`src/rtl/fp_mult_stream.sv`:
```
// Streaming wrapper around a fixed-latency, no-stall FP multiplier: credit-based
// operand issue, a result FIFO drained by valid/ready, and saturating flag statistics.
module fp_mult_stream #(
  parameter int DEPTH   = 4,
  parameter int LATENCY = 3
) (
  input  logic                         clk,
  input  logic                         reset_n,
  input  logic                         in_valid,
  output logic                         in_ready,
  input  logic [31:0]                  in_a,
  input  logic [31:0]                  in_b,
  output logic                         mul_reset,
  output logic [31:0]                  mul_a,
  output logic [31:0]                  mul_b,
  input  logic [31:0]                  mul_result,
  input  logic                         mul_exception,
  input  logic                         mul_overflow,
  input  logic                         mul_underflow,
  output logic                         out_valid,
  input  logic                         out_ready,
  output logic [31:0]                  out_result,
  output logic [2:0]                   out_flags,
  output logic [$clog2(DEPTH+1)-1:0]   occupancy,
  output logic [15:0]                  exc_count,
  output logic [15:0]                  ovf_count,
  output logic [15:0]                  unf_count
);

  localparam int CW = $clog2(DEPTH + 1);
  localparam int PW = (DEPTH > 1) ? $clog2(DEPTH) : 1;
  localparam int IW = $clog2(LATENCY + 1);
  localparam int SW = ((CW > IW) ? CW : IW) + 1;

  logic [LATENCY-1:0] vpipe;
  logic [CW-1:0]      count;
  logic [PW-1:0]      wr_ptr;
  logic [PW-1:0]      rd_ptr;
  logic [IW-1:0]      inflight;
  logic [SW-1:0]      reserved;
  logic               issue;
  logic               wr_en;
  logic               deq;
  logic [31:0]        res_mem  [DEPTH];
  logic [2:0]         flag_mem [DEPTH];

  function automatic logic [PW-1:0] next_ptr(input logic [PW-1:0] p);
    return (p == PW'(DEPTH - 1)) ? '0 : p + PW'(1);
  endfunction

  always_comb begin
    inflight = '0;
    for (int i = 0; i < LATENCY; i++) inflight = inflight + IW'(vpipe[i]);
  end

  // Handshakes: a transfer happens on a rising edge where valid and ready are both
  // high; valid never depends on ready, and in_ready never depends on out_ready.
  // Every slot that is queued or still inside the multiplier holds a credit, so a
  // result arriving from the multiplier always finds room in the FIFO.
  assign reserved  = SW'(count) + SW'(inflight);
  assign in_ready  = reset_n & (reserved < SW'(DEPTH));
  assign issue     = in_valid & in_ready;
  assign wr_en     = vpipe[LATENCY-1];
  assign out_valid = (count != '0);
  assign deq       = out_valid & out_ready;
  assign occupancy = CW'(reserved);

  assign mul_reset = ~reset_n;
  assign mul_a     = in_a;
  assign mul_b     = in_b;

  // Head fields read as zero while empty, so the array itself needs no reset.
  assign out_result = out_valid ? res_mem[rd_ptr]  : 32'h0;
  assign out_flags  = out_valid ? flag_mem[rd_ptr] : 3'b000;

  always_ff @(posedge clk) begin
    if (wr_en) begin
      res_mem[wr_ptr]  <= mul_result;
      flag_mem[wr_ptr] <= {mul_exception, mul_overflow, mul_underflow};
    end
  end

  always_ff @(posedge clk or negedge reset_n) begin
    if (!reset_n) begin
      vpipe     <= '0;
      count     <= '0;
      wr_ptr    <= '0;
      rd_ptr    <= '0;
      exc_count <= '0;
      ovf_count <= '0;
      unf_count <= '0;
    end else begin
      vpipe[0] <= issue;
      for (int i = 1; i < LATENCY; i++) vpipe[i] <= vpipe[i-1];
      if (wr_en) wr_ptr <= next_ptr(wr_ptr);
      if (deq)   rd_ptr <= next_ptr(rd_ptr);
      case ({wr_en, deq})
        2'b10:   count <= count + CW'(1);
        2'b01:   count <= count - CW'(1);
        default: count <= count;
      endcase
      if (deq && out_flags[2] && exc_count != 16'hFFFF) exc_count <= exc_count + 16'd1;
      if (deq && out_flags[1] && ovf_count != 16'hFFFF) ovf_count <= ovf_count + 16'd1;
      if (deq && out_flags[0] && unf_count != 16'hFFFF) unf_count <= unf_count + 16'd1;
    end
  end

endmodule

```
`config.mk`:
```
export PLATFORM = sky130hd
export DESIGN_NAME = fp_mult_stream
export DESIGN_NICKNAME = d
export VERILOG_FILES = /design/src/rtl/fp_mult_stream.sv
export SDC_FILE = /design/constraint.sdc
export NUM_CORES = 1
export LEC_CHECK = 0
export ABC_AREA = 1
export CORE_UTILIZATION = 30
export CTS_CLUSTER_DIAMETER = 60
export CTS_CLUSTER_SIZE = 8
export DETAILED_ROUTE_END_ITERATION = 8
export SLEW_MARGIN = 20
export SYNTH_ARGS = -nofsm -noshare
export SYNTH_HDL_FRONTEND = slang
export SYNTH_SLANG_ARGS = --single-unit
```
`constraint.sdc`:
```
create_clock -name clk -period 2 [get_ports clk]
set_input_delay 0.4 -clock clk [delete_from_list [all_inputs] [get_ports clk]]
set_output_delay 0.4 -clock clk [all_outputs]
set_load 0.005 [all_outputs]
```
### Word-level counts from Yosys, hierarchy flattened

Memory sizes are Yosys's and may differ from the RTL's.
Cells that the tools add are included.

* bits of input ports: 103
* RAM bits: 140
* memories: 2
* bits in registers: 58

* reduce and logical (&&, ||, !) cells: 8
* bitwise operators: 4
* multiplexer cells: 7
* equality and inequality tests: 7
* magnitude comparators: 1
* add/sub/neg operators: 10

Memories
* res_mem: depth 4, width 32, read ports 1, clocked after memory_dff 0, wr ports 1, line 44 `logic [31:0] res_mem [DEPTH];`
* flag_mem: depth 4, width 3, read ports 1, clocked after memory_dff 0, wr ports 1, line 45 `logic [2:0] flag_mem [DEPTH];`

Operator list (number)
* $add A16 B1 Y16 const B: 3
* $ne A16 B16 Y1 const B: 3
* $mux W32: 1
* $eq A2 B2 Y1 const B: 3
* $logic_and A1 B1 Y1: 6
* $pmux W3 S2: 1
* $add A2 B1 Y2 const B: 2
* $add A3 B2 Y4: 1
* $lt A4 B3 Y1 const B: 1
* $mux W2: 2
* $add A3 B1 Y3 const B: 1
* $and A1 B1 Y1: 3
* $mux W3: 1
* $reduce_bool A3 Y1: 1
* $sub A3 B1 Y3 const B: 1
* $add A1 B1 Y2: 1
* $add A2 B1 Y2: 1
* $eq A2 B1 Y1 const B: 1
* $mux W1: 2
* $reduce_bool A2 Y1: 1
* $not A1 Y1: 1

### Depth between registers and ports, before layout

Gate-level depths: netlist of run 1.

* word-level depth: 6
* mapped depth: 11
* gate-level depth less buffers: 9

### Worst setup path before layout of run 1

OpenSTA, ideal clock, no wires.

* kind: register -> output
* start point: register vpipe[0]
* end point: output port in_ready
* path buffers: 0
* slack: -147 ps
* cell stages (with the launch flop): 6
* data required time: 1600 ps
* arrival time: 1747 ps
* cells stage by stage: dfrtp_1 fa_1 ha_1 fa_1 xor2_1 nor2_1

* longest elaborated chain between the ends: 5

RTL lines
* start: declaration: line 35 `logic [LATENCY-1:0] vpipe;`
* start signal: assignment: line 93 `vpipe[0] <= issue;`
* $add A1 B1 Y2: line 53 `for (int i = 0; i < LATENCY; i++) inflight = inflight + IW'(vpipe[i]);`
* $add A2 B1 Y2: line 53
* $add A3 B2 Y4: line 60 `assign reserved = SW'(count) + SW'(inflight);`
* named net occupancy[2]: line 24 `output logic [$clog2(DEPTH+1)-1:0] occupancy,`
* $lt A4 B3 Y1: line 61 `assign in_ready = reset_n & (reserved < SW'(DEPTH));`
* $and A1 B1 Y1: line 61
* end: declaration: line 10 `output logic in_ready,`

The timed path passes the listed nets, and every way through them passes these cells.

### Final worst setup path of run 1

* start point: register vpipe[0]
* end point: output port in_ready

* longest elaborated chain between the ends: 5

RTL lines (line)
* $add A1 B1 Y2: 53
* $add A2 B1 Y2: 53
* $add A3 B2 Y4: 60
* $lt A4 B3 Y1: 61
* $and A1 B1 Y1: 61

Every way passes these cells.

==> results of run 1 <==
-- kinds of logic (layout without fill, tap and decap cells) --
group | count (synthesis) | in the layout
simple gates | 493 | 493
buf+inv | 139 | 296
xor+xnor | 24 | 24
compound gates | 114 | 114
flops | 198 | 198
fa+ha+maj | 14 | 14
-- worst max-delay path: stages (launching register included) --
cell and delay (ns):
dfrtp_1 0.40, fa_1 0.49, ha_2 0.20, fa_2 0.36, xor2_2 0.15, buf_4 0.14, nor2_2 0.06, buf_2 0.11
-- area by class of cell --
class                      count  area (um^2)
clock buffer                  17          425
clock inverter                15          235
fill                        2962        18600
inverter                      43          195
multi-input combinational    645         3590
sequential                   198         5660
tap                          402          503
timing repair buffer         221         2270
-- routing by layer --
layer,vias to the layer above,share of wire (%),track usage [%],wire length [um]
li1,3472,-,-,-
met1,3359,40,16.3,9680
met2,141,51,25.1,12300
met3,76,5.1,3.66,1240
met4,0,3.7,7.69,891
met5,-,0,0,0
-- repair_timing --
action                     CTS  global route
gates resized for setup    143           241
pin swaps                    9            41
cloned                       1             6
hold endpoints to repair     9             0
hold buffers                 1             0
setup buffers               10            25
setup endpoints to repair   40            42
-- power groups by stage --
stage | combinational, mW | clock (mW) | sequential [mW]
detailed placement | 6.44 | 0 | 5.35
finish | 8.06 | 3.78 | 5.26
global placement | 6.38 | 0 | 5.33
global route | 8.80 | 4.01 | 5.32
CTS | 6.71 | 3.87 | 5.23
floorplan | 3.10 | 0 | 5.25
-- how the worst min path moves through the flow --
stage | to | cells after the start
finish | count[2]$_DFFE_PN0P_ | 2
global route | count[2]$_DFFE_PN0P_ | 2
CTS | unf_count[11]$_DFFE_PN0P_ | 2
detailed placement | vpipe[1]$_DFF_PN0_ | 2
global placement | vpipe[2]$_DFF_PN0_ | 0
floorplan | count[0]$_DFFE_PN0P_ | 0
-- sequential cells by signal (all words and copies together), names as in the netlist --
signal     flops
ovf_count     16
exc_count     16
vpipe          3
flag_mem      12
res_mem      128
wr_ptr         2
count          3
unf_count     16
rd_ptr         2
-- cells in the mapped netlist, drive strengths merged, types with 13 or more instances --
master / count / share of area [%]
o21ai: 78 / 4.1
nor2: 189 / 8.0
edfxtp: 140 / 44
xnor2: 13 / 1.2
a21oi: 35 / 1.8
inv: 42 / 1.7
nand2: 255 / 10
buf: 85 / 6.6
nand3: 29 / 2.0
dfrtp: 58 / 15
==> results.sh, run 1 <==
export IMPL_h_tree_depth=4
export IMPL_cap_violations=0
export IMPL_fmax_mhz=365
export IMPL_die_x_um=181
export IMPL_post_dp_hpwl_mm=15.3
export IMPL_instances_no_fill=1541
export IMPL_syn_inst=982
export IMPL_clockPowerShare_pct=22.1
export IMPL_ys_seq_area_share_pct=59.1
export IMPL_max_vdd_ir_drop_uv=631
export IMPL_num_rows=65
export IMPL_slew_violations=0
export IMPL_synth_seq_cells=198
export IMPL_synth_compound_area_share_pct=6.10
export IMPL_yosys_most_used_dff="edfxtp_1"
export IMPL_worstPathRequired_ns=1.60
export IMPL_drc=0
export IMPL_synth_xor_area_share_pct=2.20
export IMPL_yosysWarnings=0
export IMPL_violations="negative setup slack"
export IMPL_syn_nets=1099
export IMPL_dpl_cell_area_mm2=0.0113
export IMPL_p_seq_share_pct=30.8
export IMPL_rr_startpoint="vpipe[0]$_DFF_PN0_"
export IMPL_avgSynthCellArea_um2=9.75
export IMPL_worstSetupPathType="register to output port"
export IMPL_synth_fa_ha_area_share_pct=2.07
export IMPL_grt_antenna_before_repair=0
export IMPL_final_util_pct=40.9
export IMPL_initial_core_util_pct=30.4
export IMPL_crit_arrival_ns=2.34
export IMPL_synth_top_family_by_area="simple AND/OR/NAND/NOR gates"
export IMPL_endpoint_kind="output port"
export IMPL_grt_pass1_wl_mm=36.3
export IMPL_die_area_mm2=0.0326
export IMPL_drt_wl_total_mm=24.1
export IMPL_grt_pass1_vias=6578
export IMPL_grt_overflow_total=0
export IMPL_grt_max_degree=50
export IMPL_p_leak_nw=5.00
export IMPL_clk_path_buf_depth=2
export IMPL_mostFrequentLayoutCells="239 x nand2_1, 140 x nor2_1, 140 x edfxtp_1"
export IMPL_period_minus_slack_ns=2.74
export IMPL_clkLatencyLatePin_ns=0.45
export IMPL_via_per_inst=4.57
export IMPL_hold_violations=0
export IMPL_wire_per_inst_um=15.6
export IMPL_design_area_mm2=0.0129
export IMPL_p_sw_mw=6.20
export IMPL_drt_iter0_drc=310
export IMPL_num_vias=7048
export IMPL_nets=1243
export IMPL_io_pins=256
export IMPL_rsz0062_at_grt="true"
export IMPL_cp_start_kind="register"
export IMPL_intPower_mw=10.9
export IMPL_fin_tns_setup_ns=-7.79
export IMPL_place_congestion=0.848
export IMPL_netlist_area_mm2=0.00957
export IMPL_r2r_slack_ns=-0.19
export IMPL_clk_pin_slew_ns=0.07
export IMPL_layout_commonest_cell="nand2_1"
export IMPL_cts_root_buf="clkbuf_16"
export IMPL_ant_nets=0
export IMPL_r2r_end="vpipe[0]$_DFF_PN0_"
export IMPL_dp_cells=1470
export IMPL_status="finished, violations left"
export IMPL_n_antenna_cell=0
export IMPL_port_buffers=127
export IMPL_cp_endpoint="in_ready"
export IMPL_synth_async_sr_flop_share_pct=29.3
export IMPL_synth_cell_types=31
export IMPL_crit_path_max_fanout=2
export IMPL_switching_share_pct=36.3
export IMPL_worst_slack_ns=-0.738
export IMPL_finalSetupViolCount=40
export IMPL_cts_tree="built"
export IMPL_place_ws_ns=-0.609
export IMPL_synthMuxAreaShare_pct=0
export IMPL_r2r_cells=7
export IMPL_grt_use_total_pct=14.5
export IMPL_cts_buffers_inserted=17
export IMPL_die_h_um=181
export IMPL_critical_path_startpoint="vpipe[0]$_DFF_PN0_"
export IMPL_period_share_pct=137
export IMPL_hp_class="input pin to asynchronous set/reset pin"
export IMPL_pwr_share_comb_pct=47.2
export IMPL_core_mm2=0.0315
export IMPL_area_growth_pct=34.6
export IMPL_powerDensity_mw_per_mm2=1330
export IMPL_drt_pass1_iterations=5
export IMPL_finClkSkew_ns=0.0147
export IMPL_worstMarginPinSlew_ns=0.659
export IMPL_cts_sinks=198
export IMPL_yosys_area_share_simple_pct=21.8
export IMPL_synth_enable_flop_cells=140
export IMPL_drive_gt1_share_pct=27.1
export IMPL_total_power_mw=17.1
export IMPL_relSlewSlack_pct=56.0
export IMPL_whs_ns=0.131
Note: power is estimated with default switching activity, not from simulation.
==> run 2, diff against run 1 <==
Settings changed: CELL_PAD_IN_SITES_DETAIL_PLACEMENT set to 1, CELL_PAD_IN_SITES_GLOBAL_PLACEMENT set to 1, PLACE_DENSITY_LB_ADDON set to 0.1.
==> results.sh, run 2 (synthesized netlist as in run 1, its figures left out) <==
export IMPL_design_area_mm2=0.0129
export IMPL_wire_per_inst_um=17.4
export IMPL_area_growth_pct=34.7
export IMPL_hold_violations=0
export IMPL_p_leak_nw=5.07
export IMPL_period_minus_slack_ns=2.78
export IMPL_drc=0
export IMPL_hp_class="input pin to asynchronous set/reset pin"
export IMPL_grt_overflow_total=0
export IMPL_cts_tree="built"
export IMPL_worstMarginPinSlew_ns=0.676
export IMPL_num_vias=7162
export IMPL_whs_ns=0.263
export IMPL_endpoint_kind="output port"
export IMPL_cp_start_kind="register"
export IMPL_via_per_inst=4.62
export IMPL_ant_nets=0
export IMPL_instances_no_fill=1549
export IMPL_powerDensity_mw_per_mm2=1340
export IMPL_cap_violations=0
export IMPL_finalSetupViolCount=57
export IMPL_finClkSkew_ns=0.0101
export IMPL_nets=1249
export IMPL_drt_pass1_iterations=4
export IMPL_num_rows=65
export IMPL_io_pins=256
export IMPL_die_area_mm2=0.0326
export IMPL_worstPathRequired_ns=1.60
export IMPL_drive_gt1_share_pct=24.7
export IMPL_initial_core_util_pct=30.4
export IMPL_regMostFlops="res_mem"
export IMPL_dp_cells=1456
export IMPL_clk_path_buf_depth=2
export IMPL_drt_wl_total_mm=26.9
export IMPL_relSlewSlack_pct=55.0
export IMPL_r2r_cells=13
export IMPL_grt_antenna_before_repair=2
export IMPL_h_tree_depth=4
export IMPL_clk_pin_slew_ns=0.08
export IMPL_status="finished, violations left"
export IMPL_layout_commonest_cell="nand2_1"
export IMPL_grt_use_total_pct=17.1
export IMPL_worst_slack_ns=-0.776
export IMPL_core_mm2=0.0315
export IMPL_period_share_pct=139
export IMPL_port_buffers=127
export IMPL_cts_buffers_inserted=17
export IMPL_final_util_pct=41.0
export IMPL_crit_arrival_ns=2.38
export IMPL_clkLatencyLatePin_ns=0.45
export IMPL_worstSetupPathType="register to output port"
export IMPL_violations="negative setup slack"
export IMPL_rsz0062_at_grt="true"
export IMPL_grt_pass1_vias=7525
export IMPL_dpl_cell_area_mm2=0.0112
export IMPL_largest_reg_flops=128
export IMPL_mostFrequentLayoutCells="241 x nand2_1, 161 x nor2_1, 140 x edfxtp_1"
export IMPL_slew_violations=0
export IMPL_cts_root_buf="clkbuf_16"
export IMPL_max_vdd_ir_drop_uv=871
export IMPL_grt_max_degree=48
export IMPL_die_x_um=181
export IMPL_fmax_mhz=360
export IMPL_grt_pass1_wl_mm=42.5
export IMPL_post_dp_hpwl_mm=15.6
export IMPL_die_h_um=181
export IMPL_crit_path_max_fanout=2
export IMPL_drt_iter0_drc=344
export IMPL_cts_sinks=198
export IMPL_place_congestion=0.767
[run 2: changes by cell type in the layout (fill, tap and decap cells not counted), sizes merged]
| cell | change |
|---|---|
| clkbuf | -9 |
| clkinv | -2 |
| bufinv | -2 |
| diode | +2 |
| dlygate4sd2 | -1 |
| inv | +5 |
| buf | +15 |
[run 2: where the power goes]
group | leakage [nW] | internal, mW | switching, mW | total (mW)
sequential | 2.04 | 4.89 | 0.346 | 5.23
clock | 0.290 | 1.70 | 1.81 | 3.51
combinational | 2.74 | 4.32 | 4.25 | 8.56
total | 5.07 | 10.9 | 6.41 | 17.3
[run 2: routing by layer]
metal	part of all wire, %	vias up	wire length [um]	GRT usage, %
li1	-	3486	-	-
met1	44	3533	11900	21.1
met2	50	114	13500	29.4
met3	3.9	29	1040	3.98
met4	1.6	0	443	5.71
met5	0	-	0	0
[run 2: path summary, 6_finish.rpt]
kind	from	end	slack (ns)
max	vpipe[0]$_DFF_PN0_	in_ready	-0.78
min	reset_n	exc_count[14]$_DFFE_PN0P_	0.26
max reg2reg	count[0]$_DFFE_PN0P_	count[2]$_DFFE_PN0P_	-0.13
min reg2reg	vpipe[1]$_DFF_PN0_	vpipe[2]$_DFF_PN0_	0.42
max in group asynchronous	reset_n	rd_ptr[0]$_DFFE_PN0P_	1.20
min in group clk	reset_n	vpipe[0]$_DFF_PN0_	0.41
[run 2: through the flow]
step / power, mW / worst slack [ns] / TNS, ns
6_report: 17.3 / -0.776 / -22.10
5_1_grt: 18.4 / -0.866 / -27.28
4_1_cts: 17.0 / -0.888 / -18.52
3_5_place_dp: 11.7 / -0.602 / -4.21
3_3_place_gp: 11.7 / -0.567 / -4.10
2_1_floorplan: 8.34 / -0.0629 / -0.0629
[run 2: repair_timing]
action,in CTS,in global routing
setup buffers,34,20
setup endpoints to repair,40,57
pin swaps,27,13
gates cloned,11,0
hold buffers,1,0
hold endpoints to repair,11,0
resized for setup,290,57
[run 2: area by class of cell]
class	instances	area [um^2]
timing repair buffer	226	2460
antenna	2	5.00
clock inverter	15	175
sequential	198	5660
tap	402	503
fill	3460	18600
multi-input combinational	645	3470
clock buffer	17	425
timing repair inverter	1	8.76
inverter	43	183
[run 2: critical path, cell delays in order, from the launching register on]
cell	delay, ns
dfrtp_1	0.41
fa_1	0.48
ha_2	0.20
fa_2	0.35
xor2_2	0.16
buf_4	0.14
nor2_4	0.06
buf_2	0.11
==> run 3, diff against run 2 <==
Settings changed: CTS_BUF_LIST set to sky130_fd_sc_hd__clkbuf_8.
Clock period 2 ns to 2.6 ns, I/O delays scaled along.
==> results.sh, run 3 (synthesized netlist as in run 1, its figures left out) <==
export IMPL_status="finished, violations left"
export IMPL_violations="negative setup slack"
export IMPL_cts_sinks=198
export IMPL_cap_violations=0
export IMPL_hp_class="input pin to asynchronous set/reset pin"
export IMPL_regMostFlops="res_mem"
export IMPL_total_power_mw=11.3
export IMPL_worst_slack_ns=-0.377
export IMPL_cts_root_buf="clkbuf_8"
export IMPL_finalSetupViolCount=38
export IMPL_clk_path_buf_depth=2
export IMPL_p_leak_nw=4.70
export IMPL_area_growth_pct=24.2
export IMPL_period_share_pct=114
export IMPL_n_fill_cell=3496
export IMPL_place_congestion=0.741
export IMPL_num_rows=65
export IMPL_slew_violations=0
export IMPL_grt_pass1_wl_mm=39.8
export IMPL_mostFrequentLayoutCells="244 x nand2_1, 177 x nor2_1, 140 x edfxtp_1"
export IMPL_largest_reg_flops=128
export IMPL_die_x_um=181
export IMPL_drt_iter0_drc=265
export IMPL_drc=0
export IMPL_crit_arrival_ns=2.46
export IMPL_clkLatencyLatePin_ns=0.50
export IMPL_endpoint_kind="output port"
export IMPL_fmax_mhz=336
export IMPL_io_pins=256
export IMPL_hold_violations=0
export IMPL_grt_use_total_pct=16.1
export IMPL_h_tree_depth=4
export IMPL_post_dp_hpwl_mm=15.9
export IMPL_cts_buffers_inserted=17
export IMPL_seqCellArea_mm2=0.00566
export IMPL_clk_pin_slew_ns=0.11
export IMPL_worstSetupPathType="register to output port"
export IMPL_grt_pass1_vias=6900
export IMPL_final_util_pct=37.8
export IMPL_die_area_mm2=0.0326
export IMPL_die_h_um=181
export IMPL_whs_ns=0.290
export IMPL_relSlewSlack_pct=47.1
export IMPL_drt_wl_total_mm=25.6
export IMPL_layout_commonest_cell="nand2_1"
export IMPL_max_vdd_ir_drop_uv=597
export IMPL_drt_pass1_iterations=4
export IMPL_ant_nets=0
export IMPL_port_buffers=127
export IMPL_grt_antenna_before_repair=2
export IMPL_rsz0062_at_grt="true"
export IMPL_num_vias=6928
export IMPL_grt_overflow_total=0
export IMPL_grt_max_degree=55
export IMPL_cts_tree="built"
export IMPL_worstPathRequired_ns=2.08
export IMPL_finClkSkew_ns=0.0168
export IMPL_wire_per_inst_um=16.9
export IMPL_period_minus_slack_ns=2.98
export IMPL_initial_core_util_pct=30.4
export IMPL_multi_input_area_mm2=0.00320
export IMPL_core_mm2=0.0315
export IMPL_via_per_inst=4.58
export IMPL_n_antenna_cell=0
export IMPL_crit_path_max_fanout=2
export IMPL_nets=1216
export IMPL_cp_start_kind="register"
export IMPL_drive_gt1_share_pct=17.8
export IMPL_powerDensity_mw_per_mm2=953
export IMPL_worstMarginPinSlew_ns=0.794
run 3: changes by cell type in the layout (fill, tap and decap cells not counted), sizes merged:
cell          change
diode             -2
bufinv            +2
dlymetal6s2s      +2
inv               -1
clkbuf           +28
buf              -63
clkinvlp          -1
run 3: final cells by class:
type / instances / share of cell area, %
repair inverters: 1 / 0.0526
inverters: 43 / 1.46
clock buffers: 17 / 1.97
repair buffers: 193 / 16.1
flip-flops and latches: 198 / 47.6
well taps: 402 / 4.23
clock inverters: 15 / 1.74
multi-input cells: 645 / 26.9
run 3: metrics by stage:
step | setup TNS (ns) | setup slack (ns) | cells | instance area, um^2
after CTS | -2.45 | -0.486 | 1491 | 11700
after global routing | -9.25 | -0.496 | 1514 | 11900
after floorplan | 0 | 0.333 | 982 | 9570
final | -4.98 | -0.377 | 1514 | 11900
after global placement | -0.302 | -0.172 | 1440 | 10900
after detailed placement | -0.393 | -0.212 | 1440 | 10900
run 3: worst paths after layout:
| check | cells after the start | endpoint | slack, ns | startpoint |
|---|---|---|---|---|
| worst min register to register | 0 | vpipe[1]$_DFF_PN0_ | 0.43 | vpipe[0]$_DFF_PN0_ |
| worst min-delay path | 2 | wr_ptr[1]$_DFFE_PN0P_ | 0.29 | reset_n |
| worst max-delay path | 7 | in_ready | -0.38 | vpipe[0]$_DFF_PN0_ |
| max in group asynchronous | 2 | count[1]$_DFFE_PN0P_ | 1.76 | reset_n |
| min in group clk | 0 | vpipe[1]$_DFF_PN0_ | 0.43 | vpipe[0]$_DFF_PN0_ |
| worst max register to register | 14 | count[2]$_DFFE_PN0P_ | 0.33 | count[0]$_DFFE_PN0P_ |
run 3: where the power goes:
| group | internal [mW] | switching, mW |
|---|---|---|
| combinational | 2.39 | 2.74 |
| sequential | 3.76 | 0.267 |
| clock | 0.913 | 1.26 |
run 3: routing by layer:
metal | GRT usage (%) | up-vias | part of all wire, % | wire [um]
met3 | 4.30 | 47 | 4.3 | 1110
li1 | - | 3399 | - | -
met2 | 26.8 | 110 | 48 | 12400
met4 | 5.68 | 2 | 1.6 | 407
met1 | 20.0 | 3370 | 46 | 11700
met5 | 0 | - | 0.066 | 17
run 3: critical path, stage by stage, from the launching register on:
cell and delay [ns]:
dfrtp_1 0.42, fa_1 0.49, ha_2 0.21, fa_2 0.35, xor2_2 0.16, buf_4 0.15, nor2_4 0.06, buf_2 0.12
run 3: timing repair:
action,4_1_cts,5_1_grt
buffers inserted,16,22
setup endpoints to repair,39,37
pin swaps,13,5
hold buffers,1,0
hold endpoints to repair,4,0
gates cloned,3,2
gates resized for setup,87,101
